`config.mk`:
```
export PLATFORM = sky130hd
export DESIGN_NAME = fetch_unit_flat
export DESIGN_NICKNAME = d
export VERILOG_FILES = /design/src/rtl/fetch_unit_if.sv /design/src/rtl/fetch_unit.sv /design/src/flat_wrapper.sv
export SDC_FILE = /design/constraint.sdc
export NUM_CORES = 1
export LEC_CHECK = 0
export BUFFER_PORTS_ARGS = -buffer_cell sky130_fd_sc_hd__clkbuf_2
export CELL_PAD_IN_SITES_DETAIL_PLACEMENT = 1
export CELL_PAD_IN_SITES_GLOBAL_PLACEMENT = 1
export CORE_AREA = 2 2 79 138
export CTS_CLUSTER_SIZE = 30
export DETAILED_ROUTE_END_ITERATION = 8
export DIE_AREA = 0 0 81 140
export PLACE_DENSITY = 0.8
export SYNTH_ARGS = -nofsm -noshare
export SYNTH_HDL_FRONTEND = slang
export SYNTH_SLANG_ARGS = --single-unit
```
`constraint.sdc`:
```
create_clock -name clock -period 4.3 [get_ports clock]
set_input_delay 0.86 -clock clock [delete_from_list [all_inputs] [get_ports clock]]
set_output_delay 0.86 -clock clock [all_outputs]
set_load 0.01 [all_outputs]
```
`src/rtl/fetch_unit_if.sv`:
```
// Fetch-stage bus bundle: instruction-memory read port, redirect input, and
// the valid/ready instruction handoff to decode.
interface fetch_unit_if #(
   parameter int WIDTH = 32,
   parameter int AW    = 8
);
   logic             mem_rden;
   logic [AW-1:0]    mem_rdaddress;
   logic [WIDTH-1:0] mem_q;
   logic             redirect;
   logic [AW-1:0]    redirect_pc;
   logic             out_valid;
   logic             out_ready;
   logic [WIDTH-1:0] out_instr;
   logic [AW-1:0]    out_pc;

   modport master (
      output mem_rden, mem_rdaddress,
      input  mem_q,
      input  redirect, redirect_pc,
      output out_valid, out_instr, out_pc,
      input  out_ready
   );

   modport slave (
      input  mem_rden, mem_rdaddress,
      output mem_q,
      output redirect, redirect_pc,
      input  out_valid, out_instr, out_pc,
      output out_ready
   );
endinterface

```
`src/rtl/fetch_unit.sv`:
```
// Instruction fetch: owns the PC, absorbs the 1-cycle memory read latency and
// feeds decode through a 2-entry {instr, pc} buffer; redirects flush everything.
module fetch_unit #(
   parameter int WIDTH    = 32,
   parameter int DEPTH    = 256,
   parameter int RESET_PC = 0
) (
   input  logic         clock,
   input  logic         reset,
   fetch_unit_if.master bus
);
   localparam int AW = $clog2(DEPTH);
   localparam logic [AW-1:0] PC_INIT = AW'(RESET_PC);
   localparam logic [AW-1:0] PC_LAST = AW'(DEPTH - 1);

   logic [AW-1:0]    pc;
   logic [AW-1:0]    pc_inc;
   logic [AW-1:0]    pending_pc;
   logic             pending;
   logic             squash;
   logic [1:0]       count;
   logic [WIDTH-1:0] head_instr;
   logic [WIDTH-1:0] tail_instr;
   logic [AW-1:0]    head_pc;
   logic [AW-1:0]    tail_pc;
   logic             pop;
   logic             push;
   logic             issue;
   logic             push_to_head;
   logic [2:0]       occupancy;

   // A read is only issued if its return is guaranteed a buffer slot.
   always_comb begin
      pop          = (count != 2'd0) && bus.out_ready;
      push         = pending && !squash && !bus.redirect;
      occupancy    = 3'(count) + 3'(pending) - 3'(pop);
      issue        = !reset && !bus.redirect && (occupancy < 3'd2);
      pc_inc       = (pc == PC_LAST) ? '0 : pc + AW'(1);
      push_to_head = (count == 2'd0) || ((count == 2'd1) && pop);
   end

   always_ff @(posedge clock or posedge reset) begin
      if (reset) begin
         pc         <= PC_INIT;
         pending_pc <= '0;
         pending    <= 1'b0;
         squash     <= 1'b0;
         count      <= '0;
      end else begin
         pending <= issue;
         squash  <= bus.redirect && pending;
         if (bus.redirect) begin
            pc    <= bus.redirect_pc;
            count <= '0;
         end else begin
            if (issue) begin
               pending_pc <= pc;
               pc         <= pc_inc;
            end
            count <= count + {1'b0, push} - {1'b0, pop};
         end
      end
   end

   // Head always holds the oldest entry so out_instr/out_pc come straight from flops.
   always_ff @(posedge clock or posedge reset) begin
      if (reset) begin
         head_instr <= '0;
         head_pc    <= '0;
         tail_instr <= '0;
         tail_pc    <= '0;
      end else begin
         if (pop) begin
            head_instr <= tail_instr;
            head_pc    <= tail_pc;
         end
         if (push) begin
            if (push_to_head) begin
               head_instr <= bus.mem_q;
               head_pc    <= pending_pc;
            end else begin
               tail_instr <= bus.mem_q;
               tail_pc    <= pending_pc;
            end
         end
      end
   end

   no_overflow: assert property (@(posedge clock) disable iff (reset)
      !(push && !pop && (count == 2'd2)));

   assign bus.mem_rden      = issue;
   assign bus.mem_rdaddress = pc;
   assign bus.out_valid     = (count != 2'd0);
   assign bus.out_instr     = head_instr;
   assign bus.out_pc        = head_pc;
endmodule

```
`src/flat_wrapper.sv`:
```
// flat-port wrapper written by rule: the top's interface ports become plain ports
module fetch_unit_flat 
#(
   parameter int WIDTH    = 32,
   parameter int DEPTH    = 256,
   parameter int RESET_PC = 0
)
  (clock, reset, bus_mem_rden, bus_mem_rdaddress, bus_mem_q, bus_redirect, bus_redirect_pc, bus_out_valid, bus_out_instr, bus_out_pc, bus_out_ready);
  fetch_unit_if #(.WIDTH(WIDTH), .AW(8)) bus_i ();
  input  logic clock;
  input  logic reset;
  output wire logic [$bits(bus_i.mem_rden)-1:0] bus_mem_rden;
  output wire logic [$bits(bus_i.mem_rdaddress)-1:0] bus_mem_rdaddress;
  input wire logic [$bits(bus_i.mem_q)-1:0] bus_mem_q;
  input wire logic [$bits(bus_i.redirect)-1:0] bus_redirect;
  input wire logic [$bits(bus_i.redirect_pc)-1:0] bus_redirect_pc;
  output wire logic [$bits(bus_i.out_valid)-1:0] bus_out_valid;
  output wire logic [$bits(bus_i.out_instr)-1:0] bus_out_instr;
  output wire logic [$bits(bus_i.out_pc)-1:0] bus_out_pc;
  input wire logic [$bits(bus_i.out_ready)-1:0] bus_out_ready;
  assign bus_mem_rden = bus_i.mem_rden;
  assign bus_mem_rdaddress = bus_i.mem_rdaddress;
  assign bus_i.mem_q = bus_mem_q;
  assign bus_i.redirect = bus_redirect;
  assign bus_i.redirect_pc = bus_redirect_pc;
  assign bus_out_valid = bus_i.out_valid;
  assign bus_out_instr = bus_i.out_instr;
  assign bus_out_pc = bus_i.out_pc;
  assign bus_i.out_ready = bus_out_ready;
  fetch_unit #(.WIDTH(WIDTH), .DEPTH(DEPTH), .RESET_PC(RESET_PC)) u_core (.clock(clock), .reset(reset), .bus(bus_i));
endmodule
```
==> results of run 1 <==
Yosys cell counts, drive strengths merged, types with 2 or more instances:
master / number / area [um2]
or3: 2 / 12.5
nand4b: 2 / 17.5
xnor2: 2 / 17.5
clkbuf: 5 / 23.8
o21ai: 44 / 220
and3: 3 / 18.8
buf: 15 / 85.1
inv: 2 / 7.50
mux2: 40 / 450
nand3: 6 / 30.0
nor3b: 3 / 43.8
xor2: 3 / 26.3
ha: 2 / 25.0
mux2i: 40 / 400
a21o: 2 / 15.0
a22oi: 2 / 15.0
nand2: 78 / 298
nor2: 2 / 7.51
nor3: 2 / 10.0
nor2b: 4 / 25.0
dfrtp: 100 / 2500
cells by family after synthesis:
logic type,Yosys count
flip-flops,100
adder cells (fa/ha/maj),3
AND/OR/NAND/NOR,106
AO/OA/AOI/OAI,53
XOR/XNOR,5
buffers and inverters,22
multiplexers,80
worst paths after layout:
check	startpoint	end	slack [ps]	cells after the start
setup / recovery	u_core.count[1]	bus_mem_rden	620	8
hold / removal	reset	u_core.bus.mem_rdaddress[0]	510	2
setup reg to reg	u_core.count[1]	u_core.bus.mem_rdaddress[6]	1640	9
hold reg to reg	u_core.tail_pc[2]	u_core.tail_pc[2]	510	1
max in group asynchronous	reset	u_core.tail_instr[14]	2940	3
min in group clock	u_core.tail_pc[2]	u_core.tail_pc[2]	510	1
final cells by class:
cell class | instances | area, um2 | share of cell area (%)
Tap cell | 127 | 159 | 3.03
Inverter | 2 | 10.0 | 0.191
Multi-Input combinational cell | 247 | 1730 | 32.9
Clock buffer | 11 | 243 | 4.62
Clock inverter | 4 | 97.6 | 1.86
Timing Repair Buffer | 99 | 510 | 9.72
Sequential cell | 100 | 2500 | 47.6
critical path, delay by kind of cell, from the launching register on:
kind          cells  cell delay [ps]
buf+inv           2              460
flops             1              510
fa+ha+maj         1              500
simple gates      5             1010
report_power, final:
part / total [W] / switching (W) / internal [W]
logic: 0.000402 / 0.000219 / 0.000184
clock network: 0.000911 / 0.000330 / 0.000582
registers: 0.00119 / 0.000103 / 0.00109
registers in the layout, summed over array words and instances, names as in the netlist:
name	cells
u_core.bus.mem_rdaddress	8
u_core.bus.out_instr	32
u_core.bus.out_pc	8
u_core.count	2
u_core.pending	1
u_core.pending_pc	8
u_core.squash	1
u_core.tail_instr	32
u_core.tail_pc	8
metrics by stage:
stage | power [W] | hold WS, ps | utilization, %
floorplan | 0.00142 | 464 | -
global placement | 0.00159 | 485 | 48.3
detailed placement | 0.00163 | 493 | 48.3
CTS | 0.00255 | 507 | 51.6
global route | 0.00264 | 517 | 51.6
finish | 0.00251 | 505 | 51.6
routing by layer:
layer,up-vias,global-route usage [%]
met3,8,2.71
met2,63,34.6
met5,-,0
met1,1556,23.2
li1,1446,-
met4,0,6.16
==> results.py, run 1 <==
metrics = {
    "routing": {
        "ant_nets": 0,
        "route.detailed.drc": 0,
        "wire_per_inst_um": 17.1,
        "first_iter_violations": 114,
        "via_per_inst": 5.21,
        "top_layer": "met4",
        "first_pass_iters": 4,
        "dr_wl_met2_um": 5620,
        "totalWireLength_um": 10100,
        "wl_met1_um": 4030,
        "dr_wl_met3_um": 301,
        "vias": 3073,
    },
    "setup_path": {
        "crit_path_end_kind": "primary output",
        "required_ps": 3440,
        "crit_slowest_cell": "dfrtp_1",
        "crit_fanout": 15,
        "crit_top_cell": "nand2_2",
        "cp_slowest_stage_delay_ps": 510,
        "path_class": "flop to primary output",
        "cp_data_arrival_time_ps": 2820,
        "startpoint_type": "flop",
        "worstPathCellList": "or2_2 > nand2_2 > nor2_1 > fa_1 > nor3b_2 > nand2_2 > inv_2 > clkbuf_2",
    },
    "clock_tree": {
        "cts_setup_buffers": 0,
        "cts_resized": 0,
        "cts_tree": "yes",
        "cts_hold_buf": 0,
        "clockBufferDepth": 2,
        "cts_sinks": 100,
        "cts_buffers": 9,
        "htreeDepth": 3,
        "clkTransAtPathRegs_ps": 70,
        "clock-root-buffer": "clkbuf_16",
        "clkLatencyLatePin_ps": 330,
    },
    "global_routing": {
        "grt_first_pass_wirelength_um": 16800,
        "grt_max_degree": 45,
        "antenna_found_initial": 0,
        "first_global_vias": 3364,
        "grt_overflow": 0,
        "grt_util_all_layers_pct": 19.3,
    },
    "power": {
        "p_per_area_nw_per_um2": 477,
        "vdd_drop_max_uv": 218,
        "p_leak_nw": 2.87,
    },
    "worst_hold_path": {
        "hold_class": "input pin to asynchronous set/reset pin",
    },
    "sta": {
        "setup_violations": 0,
        "finClkSkew_ps": 7.97,
        "drv_slew": 0,
        "tns_ps": 0,
        "post-route-min-period_ps": 3680,
        "fmax_mhz": 271,
        "period_share_pct": 85.7,
        "tightest_slew_ps": 739,
        "hold_viol": 0,
        "grt_setup_unrepaired": "no",
        "setup_slack_ps": 616,
        "slew_headroom_pct": 50.7,
    },
    "floorplan": {
        "fp-row-count": 49,
        "die_area_um2": 11300,
        "fp.dieH_um": 140,
        "core_area_um2": 10200,
        "die_w_um": 81,
        "io_pins": 94,
        "start_util_pct": 42.6,
    },
    "yosys": {
        "synth_cells": 369,
        "synthAdderAreaFrac_pct": 1.04,
        "synth_compound_area_share_pct": 6.66,
        "syn_avg_cell_area_um2": 11.8,
        "synth_simple_gate_area_share_pct": 11.3,
        "synth.distinct_cells": 37,
        "synth_edf_count": 0,
        "syn-cell-area_um2": 4340,
        "synthesis.nets": 416,
        "postSynth.asyncResetShare_pct": 100,
        "synth-seq-cells": 100,
        "ys_warn_count": 0,
        "synth_xor_area_share_pct": 1.01,
        "synth_flop_cell": "dfrtp_1",
        "muxShareOfSynthArea_pct": 19.6,
        "ys_seq_area_share_pct": 57.7,
        "synth_top_family_by_area": "multiplexers",
    },
    "place": {
        "place_ws_ps": 730,
        "globalplace.congestion": 0.809,
        "dp_cells": 575,
        "dp_hpwl_um": 7010,
        "postPlaceCellArea_um2": 4910,
        "io_buffers": 93,
    },
    "finish": {
        "fin_nets": 506,
        "diodes": 0,
        "layout_commonest_cell": "dfrtp_1",
        "syn_to_final_growth_pct": 21.1,
        "design_area_um2": 5250,
        "fin_cells": 590,
        "final_cell_mix": "100 x dfrtp_1, 93 x clkbuf_2, 76 x nand2_1, 40 x mux2_2, 40 x mux2i_1",
        "filler_cell_count": 1149,
        "drive_above_1_share_pct": 35.0,
    },
    "flow_run": {
        "drv_cap": 0,
    },
    "status": {
        "outcome": "complete, no violations",
    },
}
Note: power is estimated with default switching activity, not from simulation.
==> run 2: changes to the inputs <==
Settings changed: CELL_PAD_IN_SITES_DETAIL_PLACEMENT 1 to 0.
==> run 2 against run 1 <==
  * Setup slack better by 18 ps
  * Final cell count increased by 0.17%
  * First-iteration DRC count increased by 52%
  * Critical endpoint unchanged
  * Clock skew decreased by 2.4 ps
==> results.py, run 2 (synthesis gave the netlist of run 1 again) <==
metrics = {
    "sta": {
        "period_share_pct": 85.3,
        "tns_ps": 0,
        "setup_violations": 0,
        "drv_slew": 0,
        "hold_viol": 0,
        "tightest_slew_ps": 748,
        "fmax_mhz": 273,
        "slew_headroom_pct": 50.2,
        "hold_ws_ps": 498,
        "post-route-min-period_ps": 3670,
        "finClkSkew_ps": 5.53,
        "grt_setup_unrepaired": "no",
    },
    "finish": {
        "multi_input_area_um2": 1730,
        "filler_cell_count": 982,
        "layout_commonest_cell": "dfrtp_1",
        "drive_above_1_share_pct": 35.1,
        "diodes": 0,
        "fin_util_pct": 50.9,
        "fin_nets": 506,
        "syn_to_final_growth_pct": 19.5,
        "fin_cells": 591,
        "final_cell_mix": "100 x dfrtp_1, 93 x clkbuf_2, 76 x nand2_1, 40 x mux2_2, 40 x mux2i_1",
        "seqCellArea_um2": 2500,
    },
    "clock_tree": {
        "htreeDepth": 3,
        "cts_setup_buffers": 0,
        "clock-root-buffer": "clkbuf_16",
        "clkTransAtPathRegs_ps": 60,
        "clkLatencyLatePin_ps": 340,
        "cts_buffers": 9,
        "cts_resized": 0,
        "cts_hold_buf": 0,
        "cts_sinks": 100,
        "clockBufferDepth": 2,
        "cts_tree": "yes",
    },
    "floorplan": {
        "start_util_pct": 42.6,
        "io_pins": 94,
        "core_area_um2": 10200,
        "die_area_um2": 11300,
        "die_w_um": 81,
        "fp.dieH_um": 140,
        "fp-row-count": 49,
    },
    "setup_path": {
        "path_class": "flop to primary output",
        "crit_fanout": 15,
        "crit_path_end_kind": "primary output",
        "required_ps": 3440,
        "startpoint_type": "flop",
        "cp_data_arrival_time_ps": 2810,
    },
    "global_routing": {
        "grt_max_degree": 45,
        "grt_first_pass_wirelength_um": 14800,
        "grt_util_all_layers_pct": 16.9,
        "grt_overflow": 0,
        "antenna_found_initial": 0,
        "first_global_vias": 3044,
    },
    "place": {
        "dp_hpwl_um": 5960,
        "globalplace.congestion": 0.809,
        "dp_cells": 575,
        "io_buffers": 93,
    },
    "routing": {
        "wire_per_inst_um": 14.9,
        "totalWireLength_um": 8810,
        "first_pass_iters": 4,
        "ant_nets": 0,
        "route.detailed.drc": 0,
        "via_per_inst": 5.12,
        "first_iter_violations": 173,
        "vias": 3025,
    },
    "flow_run": {
        "drv_cap": 0,
    },
    "power": {
        "p_per_area_nw_per_um2": 446,
        "vdd_drop_max_uv": 250,
        "p_leak_nw": 2.85,
    },
    "status": {
        "outcome": "complete, no violations",
    },
    "worst_hold_path": {
        "hold_class": "input pin to asynchronous set/reset pin",
    },
}
-- run 2: final timing paths --
kind,start,to,slack [ps],cells after the start
min in group clock,u_core.pending_pc[5],u_core.pending_pc[5],500,2
max,u_core.count[1],bus_mem_rden,630,8
min reg2reg,u_core.pending_pc[5],u_core.pending_pc[5],500,2
max in group asynchronous,reset,u_core.bus.out_instr[22],2970,3
max reg2reg,u_core.count[1],u_core.bus.mem_rdaddress[6],1650,9
min,reset,u_core.bus.mem_rdaddress[2],500,2
-- run 2: layout make-up --
| type | instances | area share, % |
|---|---|---|
| Sequential cell | 100 | 48.3 |
| Multi-Input combinational cell | 247 | 33.4 |
| Timing Repair Buffer | 99 | 9.85 |
| Clock buffer | 11 | 4.68 |
| Tap cell | 127 | 3.07 |
| Clock inverter | 5 | 0.531 |
| Inverter | 2 | 0.193 |
-- run 2: stage by stage --
stage          total power (W)  area, um2  setup WS (ps)
6_report               0.00231       5180            634
5_1_grt                0.00245       5180            437
4_1_cts                0.00235       5180            587
3_5_place_dp           0.00161       4910            740
3_3_place_gp           0.00159       4910            797
2_1_floorplan          0.00142       4340            821
-- run 2: power breakdown --
| group | internal [W] | switching [W] |
|---|---|---|
| clock network | 0.000404 | 0.000327 |
| registers | 0.00109 | 0.0000977 |
| logic | 0.000184 | 0.000209 |
| total | 0.00168 | 0.000633 |
-- run 2: per-layer routing --
metal  global-route usage (%)  wire, um
met1                     20.8      3690
met2                     28.5      4630
met3                     3.48       329
met4                     6.51       156
met5                        0         0
-- run 2: critical path, stage by stage (launching register included) --
cell and delay [ps]:
dfrtp_1 500, or2_2 350, nand2_2 80, nor2_1 50, fa_1 490, nor3b_2 280, nand2_2 240, inv_2 280
clkbuf_2 180
